`config.mk`:
```
export PLATFORM = sky130hd
export DESIGN_NAME = pkt_tx_arb_flat
export DESIGN_NICKNAME = d
export VERILOG_FILES = /design/src/rtl/pkt_tx_arb_if.sv /design/src/rtl/pkt_tx_arb.sv /design/src/flat_wrapper.sv
export SDC_FILE = /design/constraint.sdc
export NUM_CORES = 1
export LEC_CHECK = 0
export ABC_AREA = 1
export BUFFER_PORTS_ARGS = -buffer_cell sky130_fd_sc_hd__buf_2
export CORE_AREA = 2 2 72 126
export CTS_CLUSTER_DIAMETER = 60
export DETAILED_ROUTE_END_ITERATION = 7
export DIE_AREA = 0 0 74 128
export HOLD_SLACK_MARGIN = 0.1
export PLACE_DENSITY_LB_ADDON = 0.05
export SETUP_SLACK_MARGIN = 0.5
export SLEW_MARGIN = 40
export SYNTH_ARGS = -nofsm -noshare
export SYNTH_HDL_FRONTEND = slang
export SYNTH_SLANG_ARGS = --single-unit
```
`constraint.sdc`:
```
create_clock -name clk -period 1.2 [get_ports clk]
set_input_delay 0.06 -clock clk [delete_from_list [all_inputs] [get_ports clk]]
set_output_delay 0.06 -clock clk [all_outputs]
set_load 0.01 [all_outputs]
```
`src/rtl/pkt_tx_arb_if.sv`:
```
// Bundle of the requester-side and MAC-side signals of the packet transmit arbiter.
// The err_orphan/err_cnt members exist only when PKT_TX_ARB_ERR_CHK_EN is defined.
interface pkt_tx_arb_if #(
    parameter int NUM_REQ = 2
);
    localparam int OWN_W = $clog2(NUM_REQ);

    logic [NUM_REQ-1:0]    req_val;
    logic [NUM_REQ-1:0]    req_sop;
    logic [NUM_REQ-1:0]    req_eop;
    logic [3*NUM_REQ-1:0]  req_mod;
    logic [64*NUM_REQ-1:0] req_data;
    logic [NUM_REQ-1:0]    req_ready;

    logic                  pkt_tx_val;
    logic                  pkt_tx_sop;
    logic                  pkt_tx_eop;
    logic [2:0]            pkt_tx_mod;
    logic [63:0]           pkt_tx_data;
    logic                  pkt_tx_full;

    logic [OWN_W-1:0]      owner;
    logic                  busy;
    // Debug view of the arbiter FSM (0 = IDLE, 1 = BUSY) and round-robin pointer.
    logic                  dbg_state;
    logic [OWN_W-1:0]      dbg_rr_ptr;
`ifdef PKT_TX_ARB_ERR_CHK_EN
    logic                  err_orphan;
    logic [15:0]           err_cnt;
`endif

    // Handshake: a beat from requester i moves when req_val[i] && req_ready[i] at a rising clk.
    modport master (
        output req_val, req_sop, req_eop, req_mod, req_data, pkt_tx_full,
`ifdef PKT_TX_ARB_ERR_CHK_EN
        input  err_orphan, err_cnt,
`endif
        input  req_ready, pkt_tx_val, pkt_tx_sop, pkt_tx_eop, pkt_tx_mod, pkt_tx_data,
        input  owner, busy, dbg_state, dbg_rr_ptr
    );

    modport slave (
        input  req_val, req_sop, req_eop, req_mod, req_data, pkt_tx_full,
`ifdef PKT_TX_ARB_ERR_CHK_EN
        output err_orphan, err_cnt,
`endif
        output req_ready, pkt_tx_val, pkt_tx_sop, pkt_tx_eop, pkt_tx_mod, pkt_tx_data,
        output owner, busy, dbg_state, dbg_rr_ptr
    );
endinterface

```
`src/rtl/pkt_tx_arb.sv`:
```
// Packet-granular round-robin arbiter feeding one MAC transmit port; grant locked SOP..EOP.
// Optional orphan-beat dropping and error counting: define PKT_TX_ARB_ERR_CHK_EN.
module pkt_tx_arb #(
    parameter int NUM_REQ = 2
) (
    input logic         clk,
    input logic         reset_n,
    pkt_tx_arb_if.slave bus
);
    localparam int OWN_W = $clog2(NUM_REQ);

    typedef enum logic {
        ST_IDLE = 1'b0,
        ST_BUSY = 1'b1
    } state_e;

    state_e           state_q;
    logic [OWN_W-1:0] owner_q;
    logic [OWN_W-1:0] rr_ptr_q;
    logic             busy_q;
    logic             tx_val_q;
    logic             tx_sop_q;
    logic             tx_eop_q;
    logic [2:0]       tx_mod_q;
    logic [63:0]      tx_data_q;

    logic [NUM_REQ-1:0] cand;
    logic [NUM_REQ-1:0] ready;
    logic               win_found;
    logic [OWN_W-1:0]   win_idx;
    logic [OWN_W:0]     scan_sum;
    logic [OWN_W-1:0]   scan_idx;
    logic [OWN_W-1:0]   next_ptr;

    logic        own_val;
    logic        own_sop;
    logic        own_eop;
    logic [2:0]  own_mod;
    logic [63:0] own_data;
    logic        own_xfer;

    assign own_val  = bus.req_val[owner_q];
    assign own_sop  = bus.req_sop[owner_q];
    assign own_eop  = bus.req_eop[owner_q];
    assign own_mod  = bus.req_mod[3*int'(owner_q) +: 3];
    assign own_data = bus.req_data[64*int'(owner_q) +: 64];
    assign own_xfer = (state_q == ST_BUSY) && own_val && !bus.pkt_tx_full;

    assign next_ptr = (owner_q == OWN_W'(NUM_REQ-1)) ? '0 : owner_q + OWN_W'(1);

    // Scan starts at rr_ptr and wraps; the first candidate found wins.
    always_comb begin
        cand      = bus.req_val & bus.req_sop & {NUM_REQ{~bus.pkt_tx_full}};
        win_found = 1'b0;
        win_idx   = '0;
        scan_sum  = '0;
        scan_idx  = '0;
        for (int k = 0; k < NUM_REQ; k++) begin
            scan_sum = {1'b0, rr_ptr_q} + (OWN_W+1)'(k);
            if (scan_sum >= (OWN_W+1)'(NUM_REQ)) begin
                scan_sum = scan_sum - (OWN_W+1)'(NUM_REQ);
            end
            scan_idx = scan_sum[OWN_W-1:0];
            if (!win_found && cand[scan_idx]) begin
                win_found = 1'b1;
                win_idx   = scan_idx;
            end
        end
    end

`ifdef PKT_TX_ARB_ERR_CHK_EN
    logic               first_q;
    logic               err_orphan_q;
    logic [15:0]        err_cnt_q;
    logic [NUM_REQ-1:0] orphan_vec;
    logic               sop_viol;
    logic               err_hit;
    logic [4:0]         err_inc;
    logic [16:0]        err_sum;
    logic [15:0]        err_cnt_d;

    // Orphan beats are only swallowed while idle; in BUSY non-owners simply wait.
    assign orphan_vec = (state_q == ST_IDLE) ? (bus.req_val & ~bus.req_sop) : '0;
    assign sop_viol   = own_xfer && own_sop && !first_q;
    assign err_hit    = (|orphan_vec) || sop_viol;
    assign err_inc    = 5'($countones(orphan_vec)) + {4'b0, sop_viol};
    assign err_sum    = {1'b0, err_cnt_q} + 17'(err_inc);
    assign err_cnt_d  = err_sum[16] ? 16'hFFFF : err_sum[15:0];

    assign bus.err_orphan = err_orphan_q;
    assign bus.err_cnt    = err_cnt_q;
`endif

    always_comb begin
        ready = '0;
        if (state_q == ST_BUSY) begin
            ready[owner_q] = ~bus.pkt_tx_full;
        end
`ifdef PKT_TX_ARB_ERR_CHK_EN
        else begin
            ready = bus.req_val & ~bus.req_sop;
        end
`endif
    end

    always_ff @(posedge clk or negedge reset_n) begin
        if (!reset_n) begin
            state_q   <= ST_IDLE;
            owner_q   <= '0;
            rr_ptr_q  <= '0;
            busy_q    <= 1'b0;
            tx_val_q  <= 1'b0;
            tx_sop_q  <= 1'b0;
            tx_eop_q  <= 1'b0;
            tx_mod_q  <= '0;
            tx_data_q <= '0;
`ifdef PKT_TX_ARB_ERR_CHK_EN
            first_q      <= 1'b0;
            err_orphan_q <= 1'b0;
            err_cnt_q    <= '0;
`endif
        end else begin
            // Control and data are zeroed on idle cycles so the MAC never sees stale beats.
            tx_val_q  <= own_xfer;
            tx_sop_q  <= own_xfer & own_sop;
            tx_eop_q  <= own_xfer & own_eop;
            tx_mod_q  <= own_xfer ? own_mod : 3'b0;
            tx_data_q <= own_xfer ? own_data : 64'b0;
`ifdef PKT_TX_ARB_ERR_CHK_EN
            err_orphan_q <= err_hit;
            err_cnt_q    <= err_cnt_d;
            if (own_xfer) begin
                first_q <= 1'b0;
            end
`endif
            case (state_q)
                ST_IDLE: begin
                    if (win_found) begin
                        owner_q <= win_idx;
                        busy_q  <= 1'b1;
                        state_q <= ST_BUSY;
`ifdef PKT_TX_ARB_ERR_CHK_EN
                        first_q <= 1'b1;
`endif
                    end
                end
                ST_BUSY: begin
                    if (own_xfer && own_eop) begin
                        busy_q   <= 1'b0;
                        rr_ptr_q <= next_ptr;
                        state_q  <= ST_IDLE;
                    end
                end
                default: state_q <= ST_IDLE;
            endcase
        end
    end

    assign bus.req_ready   = ready;
    assign bus.pkt_tx_val  = tx_val_q;
    assign bus.pkt_tx_sop  = tx_sop_q;
    assign bus.pkt_tx_eop  = tx_eop_q;
    assign bus.pkt_tx_mod  = tx_mod_q;
    assign bus.pkt_tx_data = tx_data_q;
    assign bus.owner       = owner_q;
    assign bus.busy        = busy_q;
    assign bus.dbg_state   = state_q;
    assign bus.dbg_rr_ptr  = rr_ptr_q;
endmodule

```
`src/flat_wrapper.sv`:
```
// flat-port wrapper written by rule: the top's interface ports become plain ports
module pkt_tx_arb_flat 
#(
    parameter int NUM_REQ = 2
)
  (clk, reset_n, bus_req_val, bus_req_sop, bus_req_eop, bus_req_mod, bus_req_data, bus_pkt_tx_full, bus_req_ready, bus_pkt_tx_val, bus_pkt_tx_sop, bus_pkt_tx_eop, bus_pkt_tx_mod, bus_pkt_tx_data, bus_owner, bus_busy, bus_dbg_state, bus_dbg_rr_ptr);
  pkt_tx_arb_if #(.NUM_REQ(NUM_REQ)) bus_i ();
  input logic clk;
  input logic reset_n;
  input wire logic [$bits(bus_i.req_val)-1:0] bus_req_val;
  input wire logic [$bits(bus_i.req_sop)-1:0] bus_req_sop;
  input wire logic [$bits(bus_i.req_eop)-1:0] bus_req_eop;
  input wire logic [$bits(bus_i.req_mod)-1:0] bus_req_mod;
  input wire logic [$bits(bus_i.req_data)-1:0] bus_req_data;
  input wire logic [$bits(bus_i.pkt_tx_full)-1:0] bus_pkt_tx_full;
  output wire logic [$bits(bus_i.req_ready)-1:0] bus_req_ready;
  output wire logic [$bits(bus_i.pkt_tx_val)-1:0] bus_pkt_tx_val;
  output wire logic [$bits(bus_i.pkt_tx_sop)-1:0] bus_pkt_tx_sop;
  output wire logic [$bits(bus_i.pkt_tx_eop)-1:0] bus_pkt_tx_eop;
  output wire logic [$bits(bus_i.pkt_tx_mod)-1:0] bus_pkt_tx_mod;
  output wire logic [$bits(bus_i.pkt_tx_data)-1:0] bus_pkt_tx_data;
  output wire logic [$bits(bus_i.owner)-1:0] bus_owner;
  output wire logic [$bits(bus_i.busy)-1:0] bus_busy;
  output wire logic [$bits(bus_i.dbg_state)-1:0] bus_dbg_state;
  output wire logic [$bits(bus_i.dbg_rr_ptr)-1:0] bus_dbg_rr_ptr;
  assign bus_i.req_val = bus_req_val;
  assign bus_i.req_sop = bus_req_sop;
  assign bus_i.req_eop = bus_req_eop;
  assign bus_i.req_mod = bus_req_mod;
  assign bus_i.req_data = bus_req_data;
  assign bus_i.pkt_tx_full = bus_pkt_tx_full;
  assign bus_req_ready = bus_i.req_ready;
  assign bus_pkt_tx_val = bus_i.pkt_tx_val;
  assign bus_pkt_tx_sop = bus_i.pkt_tx_sop;
  assign bus_pkt_tx_eop = bus_i.pkt_tx_eop;
  assign bus_pkt_tx_mod = bus_i.pkt_tx_mod;
  assign bus_pkt_tx_data = bus_i.pkt_tx_data;
  assign bus_owner = bus_i.owner;
  assign bus_busy = bus_i.busy;
  assign bus_dbg_state = bus_i.dbg_state;
  assign bus_dbg_rr_ptr = bus_i.dbg_rr_ptr;
  pkt_tx_arb #(.NUM_REQ(NUM_REQ)) u_core (.clk(clk), .reset_n(reset_n), .bus(bus_i));
endmodule
```
After elaboration in Yosys (flattened, before gate mapping)

Cells that the tools add are included.

Reductions and logical operators: 10
Multipliers: 1
Bitwise logic cells: 7
$add $sub $neg: 4
Shift operators: 2
Equality and inequality tests: 2
Order comparisons: 6
Multiplexer cells: 28

Operator list:

| kind                  | count |
|---|---|
| $shiftx A128 B8 Y64   | 1 |
| $mux W64              | 1 |
| $shiftx A6 B32 Y3     | 1 |
| $mux W1               | 22 |
| $and A2 B2 Y2         | 3 |
| $lt A1 B2 Y1 const B  | 3 |
| $reduce_and A2 Y1     | 3 |
| $logic_and A1 B1 Y1   | 5 |
| $pmux W1 S2           | 2 |
| $mul A2 B1 Y3 const A | 1 |
| $mux W3               | 1 |
| $add A1 B1 Y2 const B | 1 |
| $and A1 B1 Y1         | 2 |
| $ge A1 B2 Y1 const B  | 1 |
| $ge A2 B2 Y1 const B  | 1 |
| $logic_not A1 Y1      | 2 |
| $mux W2               | 1 |
| $ne A2 B1 Y1 const B  | 1 |
| $ne A2 B2 Y1 const B  | 1 |
| $not A1 Y1            | 2 |
| $sub A1 B1 Y1 const B | 2 |
| $add A1 B1 Y1 const B | 1 |
| $demux W1 S1          | 1 |
| $ge A1 B1 Y1 const B  | 1 |

Input port bits: 143
Logic and storage cells: 69
Register bits after elaboration: 74
Output and inout port bits: 76

Longest topological paths before layout

Depth in word-level cells: 10
Mapped depth: 8
Mapped depth without buffers: 6

Worst setup path before layout

No wires, ideal clock.

Path kind: register to register
Start: register u_core.owner_q (netlist: u_core.bus.owner)
End: register u_core.tx_data_q[56] (netlist: u_core.bus.pkt_tx_data[56])
Required time: 1.127 ns
Period minus slack after synthesis: 1.252 ns
Path slack: -0.052 ns
Library setup time: 0.073 ns
Arrival time: 1.179 ns
Buffers on the path: 3
Stages on the path, launching flop included: 9
Path through: dfrtp_1 buf_6 inv_4 nand2_1 nand2_2 nand2_2 buf_6 buf_6 a21oi_2

Longest elaborated chain between the ends: 5
Elaborated cells between the ends (all ways): 6
Those cells by class: shift: 1; mux: 3; reduce/logical: 2

Ends and longest elaborated chain:

| what                                                        | RTL line          | text |
|---|---|---|
| start, declared                                             | pkt_tx_arb.sv:18  | `logic [OWN_W-1:0] owner_q;` |
| start signal, assigned                                      | pkt_tx_arb.sv:139 | `owner_q <= win_idx;` |
| branches (longest 4 deep; another with $shiftx A128 B8 Y64) | -                 |  |
| $mux W64 (*)                                                | pkt_tx_arb.sv:128 | `tx_data_q <= own_xfer ? own_data : 64'b0;` |
| end signal, assigned                                        | pkt_tx_arb.sv:128 |  |
| end, declared                                               | pkt_tx_arb.sv:25  | `logic [63:0] tx_data_q;` |

Mark *: on every way between the ends. The select of a mux whose other input is x is not followed.
A chain may end at the register's enable or synchronous reset.

Final worst setup path

Start: register u_core.owner_q (netlist: u_core.bus.owner)
End: register u_core.tx_data_q[44] (netlist: u_core.bus.pkt_tx_data[44])

The elaborated chain is that of the path after synthesis.

==> impl_metrics.env <==
export IMPL_drive_gt1_share_pct=50.7
export IMPL_r2r_start="u_core.bus.owner"
export IMPL_cts_sinks=74
export IMPL_hold_class="in -> async"
export IMPL_grt_pass1_vias=4217
export IMPL_p_comb_share_pct=52.2
export IMPL_rr_endpoint="u_core.bus.pkt_tx_data[44]"
export IMPL_holdWs_ns=-0.401
export IMPL_yosysTopAreaCellShare_pct=61.8
export IMPL_gp_congestion=0.825
export IMPL_clk_pin_slew_ns=0.06
export IMPL_cts_hold_buffers=136
export IMPL_dieWidth_um=74
export IMPL_synthCells=334
export IMPL_ys_top_cells_by_count="nand2_1, dfrtp_1, a21oi_1, clkbuf_1, a21oi_2"
export IMPL_synth_seq_cells=74
export IMPL_cts_tree="yes"
export IMPL_hold_viol=74
export IMPL_status="finished, violations left"
export IMPL_synth_most_common_cell="nand2_1"
export IMPL_grt_ovfl_total=0
export IMPL_p_int_w=0.00826
export IMPL_drt_wl_total_um=14600
export IMPL_synthArstFlopShare_pct=100
export IMPL_wl_per_cell_um=17.4
export IMPL_fp_dieH_um=128
export IMPL_drv_cap=0
export IMPL_num_rows=45
export IMPL_drtAntennaViolNets=0
export IMPL_synth_cell_types=15
export IMPL_clk_latency_ns=0.33
export IMPL_seqCellArea_um2=1850
export IMPL_io_pins=219
export IMPL_ys_warn_count=0
export IMPL_violations="negative hold slack, negative setup slack"
export IMPL_multiInputGateArea_um2=1350
export IMPL_grt_max_degree=42
export IMPL_viasPerCell=4.90
export IMPL_antenna_cells=0
export IMPL_period_share_pct=107
export IMPL_grt_usage_pct=28.3
export IMPL_port_buffer_count=218
export IMPL_p_clk_share_pct=23.0
export IMPL_crit_fanout=8
export IMPL_setup_tns_ns=-2.80
export IMPL_cp_arrival_ns=1.50
export IMPL_drt_iter0_markers=217
export IMPL_crit_family="buffers and inverters"
export IMPL_fin_ws_ns=-0.0799
export IMPL_post_dp_hpwl_um=6770
export IMPL_end_kind="flop"
export IMPL_switching_share_pct=35.4
export IMPL_cts_buffers=9
export IMPL_place_inst=660
export IMPL_ys_flop_type="dfrtp_1"
export IMPL_nets=865
export IMPL_avgSynthCellArea_um2=8.96
export IMPL_p_seq_share_pct=24.8
export IMPL_required_ns=1.42
export IMPL_fin_crit_ns=1.28
export IMPL_cp_start_kind="flop"
export IMPL_slew_headroom_pct=77.2
export IMPL_grt_first_pass_wirelength_um=20000
export IMPL_vias=4129
export IMPL_ff2ff_setup_slack_ns=-0.08
export IMPL_h_tree_depth=3
export IMPL_irDropWorstVdd_mv=1.10
export IMPL_start_util_pct=35.2
export IMPL_worstPathBufferInverterCount=3
export IMPL_tightest_slew_ns=0.342
export IMPL_slew_violations=0
export IMPL_dr_pass1_iters=4
export IMPL_synth_nets=477
export IMPL_die_area_um2=9470
export IMPL_slowest_stage="dfrtp_2"
export IMPL_cp_slowest_stage_delay_ns=0.45
export IMPL_antenna_found_initial=0
export IMPL_area_delta_synth_final_pct=138
export IMPL_powerDensity_nw_per_um2=1790
export IMPL_drc=0
export IMPL_power_switching_w=0.00452
export IMPL_clockRootBuffer="clkbuf_16"
export IMPL_rr_worst_depth=5
export IMPL_p_leak_nw=3.65
export IMPL_critPathKind="reg -> reg"
export IMPL_seq_area_frac_synth_pct=61.8
export IMPL_core_area_um2=8500
export IMPL_crit_chain="buf_6 > buf_4 > bufbuf_16 > nand2_1 > a21oi_2"
export IMPL_synth_area_um2=2990
export IMPL_clockBufferDepth=2
export IMPL_synth_edf_count=0
export IMPL_max_freq_mhz=781
export IMPL_rsz0062_at_grt="true"
export IMPL_final_setup_skew_ns=0.00820
export IMPL_synthTopCellsByArea="dfrtp_1, nand2_1, a21oi_1"
export IMPL_synth_top_area_cell="dfrtp_1"
export IMPL_nFillCells=457
export IMPL_instances_no_fill=843
export IMPL_final_setup_viol_count=57
==> worst register-to-register path, stage by stage (launching register included) <==
cell and delay, ns:
dfrtp_2 0.45, buf_6 0.14, buf_4 0.16, bufbuf_16 0.28, nand2_1 0.09, a21oi_2 0.06
==> worst max path at each step <==
stage	from	end	slack, ns	cells after the start
after CTS	u_core.bus.owner	bus_req_ready[0]	-0.08	4
after global routing	u_core.bus.owner	u_core.bus.pkt_tx_data[44]	-0.11	5
after floorplan	u_core.bus.owner	u_core.bus.pkt_tx_data[56]	-0.04	8
after global placement	u_core.bus.owner	u_core.bus.pkt_tx_data[20]	0.05	5
final	u_core.bus.owner	u_core.bus.pkt_tx_data[44]	-0.08	5
after detailed placement	u_core.bus.dbg_state	u_core.bus.pkt_tx_data[3]	0.01	5
==> through the flow <==
stage / setup WS [ns] / util, % / hold slack [ns] / instance area (um^2) / total power [W]
global placement: 0.0479 / 50.4 / -0.0495 / 4290 / 0.00642
detailed placement: 0.0106 / 50.4 / -0.0459 / 4290 / 0.00647
global route: -0.111 / 83.8 / -0.391 / 7120 / 0.0134
floorplan: -0.0378 / - / -0.236 / 3030 / 0.00513
finish: -0.0799 / 83.8 / -0.401 / 7120 / 0.0128
CTS: -0.0794 / 78.2 / -0.408 / 6650 / 0.0117
==> what timing repair did <==
item | CTS | global route
pin swaps | 7 | 2
cloned | 10 | 1
buffers inserted | 16 | 5
endpoints found under the hold margin | 143 | 75
endpoints found under the setup margin | 150 | 150
resized for setup | 54 | 99
==> state kept, by name (all words and copies together) (netlist names) <==
| name | count |
|---|---|
| u_core.bus.dbg_rr_ptr | 1 |
| u_core.bus.pkt_tx_mod | 3 |
| u_core.bus.pkt_tx_val | 1 |
| u_core.bus.pkt_tx_sop | 1 |
| u_core.bus.owner | 1 |
| u_core.bus.dbg_state | 1 |
| u_core.bus.busy | 1 |
| u_core.bus.pkt_tx_eop | 1 |
| u_core.bus.pkt_tx_data | 64 |
==> cells in the final DEF (no fill, tap or decap), types with 5 or more instances in the layout <==
| master | count |
|---|---|
| buf_2 | 185 |
| dlygate4sd3_1 | 136 |
| nand2_1 | 130 |
| dfrtp_1 | 73 |
| a21oi_2 | 51 |
| buf_6 | 37 |
| buf_4 | 16 |
| nand2_2 | 14 |
| a21oi_1 | 11 |
| clkbuf_16 | 10 |
| buf_12 | 10 |
| a21oi_4 | 7 |
| nand2_4 | 6 |
| buf_16 | 6 |
| inv_1 | 5 |
==> logic make-up after synthesis <==
kind of cell	count (synthesis)	synth area share, %
buffers and inverters	31	4.93
and+or+nand+nor	158	20.2
AOI/OAI and AO/OA	71	13.0
DFF	74	61.8
==> metal layers <==
layer | vias to the layer above | global-route usage (%) | part of all wire [%]
met5 | - | 0 | 0
met1 | 1980 | 27.8 | 32
li1 | 1838 | - | -
met2 | 240 | 49.8 | 55
met4 | 0 | 18.0 | 5.4
met3 | 71 | 8.18 | 6.8
==> power by group through the flow <==
stage / clock, W / sequential (W) / combinational [W]
floorplan: 0 / 0.00338 / 0.00175
global placement: 0 / 0.00313 / 0.00329
detailed placement: 0 / 0.00315 / 0.00332
CTS: 0.00299 / 0.00313 / 0.00562
global route: 0.00310 / 0.00321 / 0.00710
finish: 0.00294 / 0.00317 / 0.00667
==> final cells by class <==
type / instances / area share (%)
Timing Repair Buffer: 399 / 47.8
Sequential cell: 74 / 26.0
Multi-Input combinational cell: 229 / 19.0
Clock buffer: 11 / 3.55
Tap cell: 117 / 2.06
Clock inverter: 4 / 1.05
Inverter: 9 / 0.545
Power figures use the tool's default switching activity.
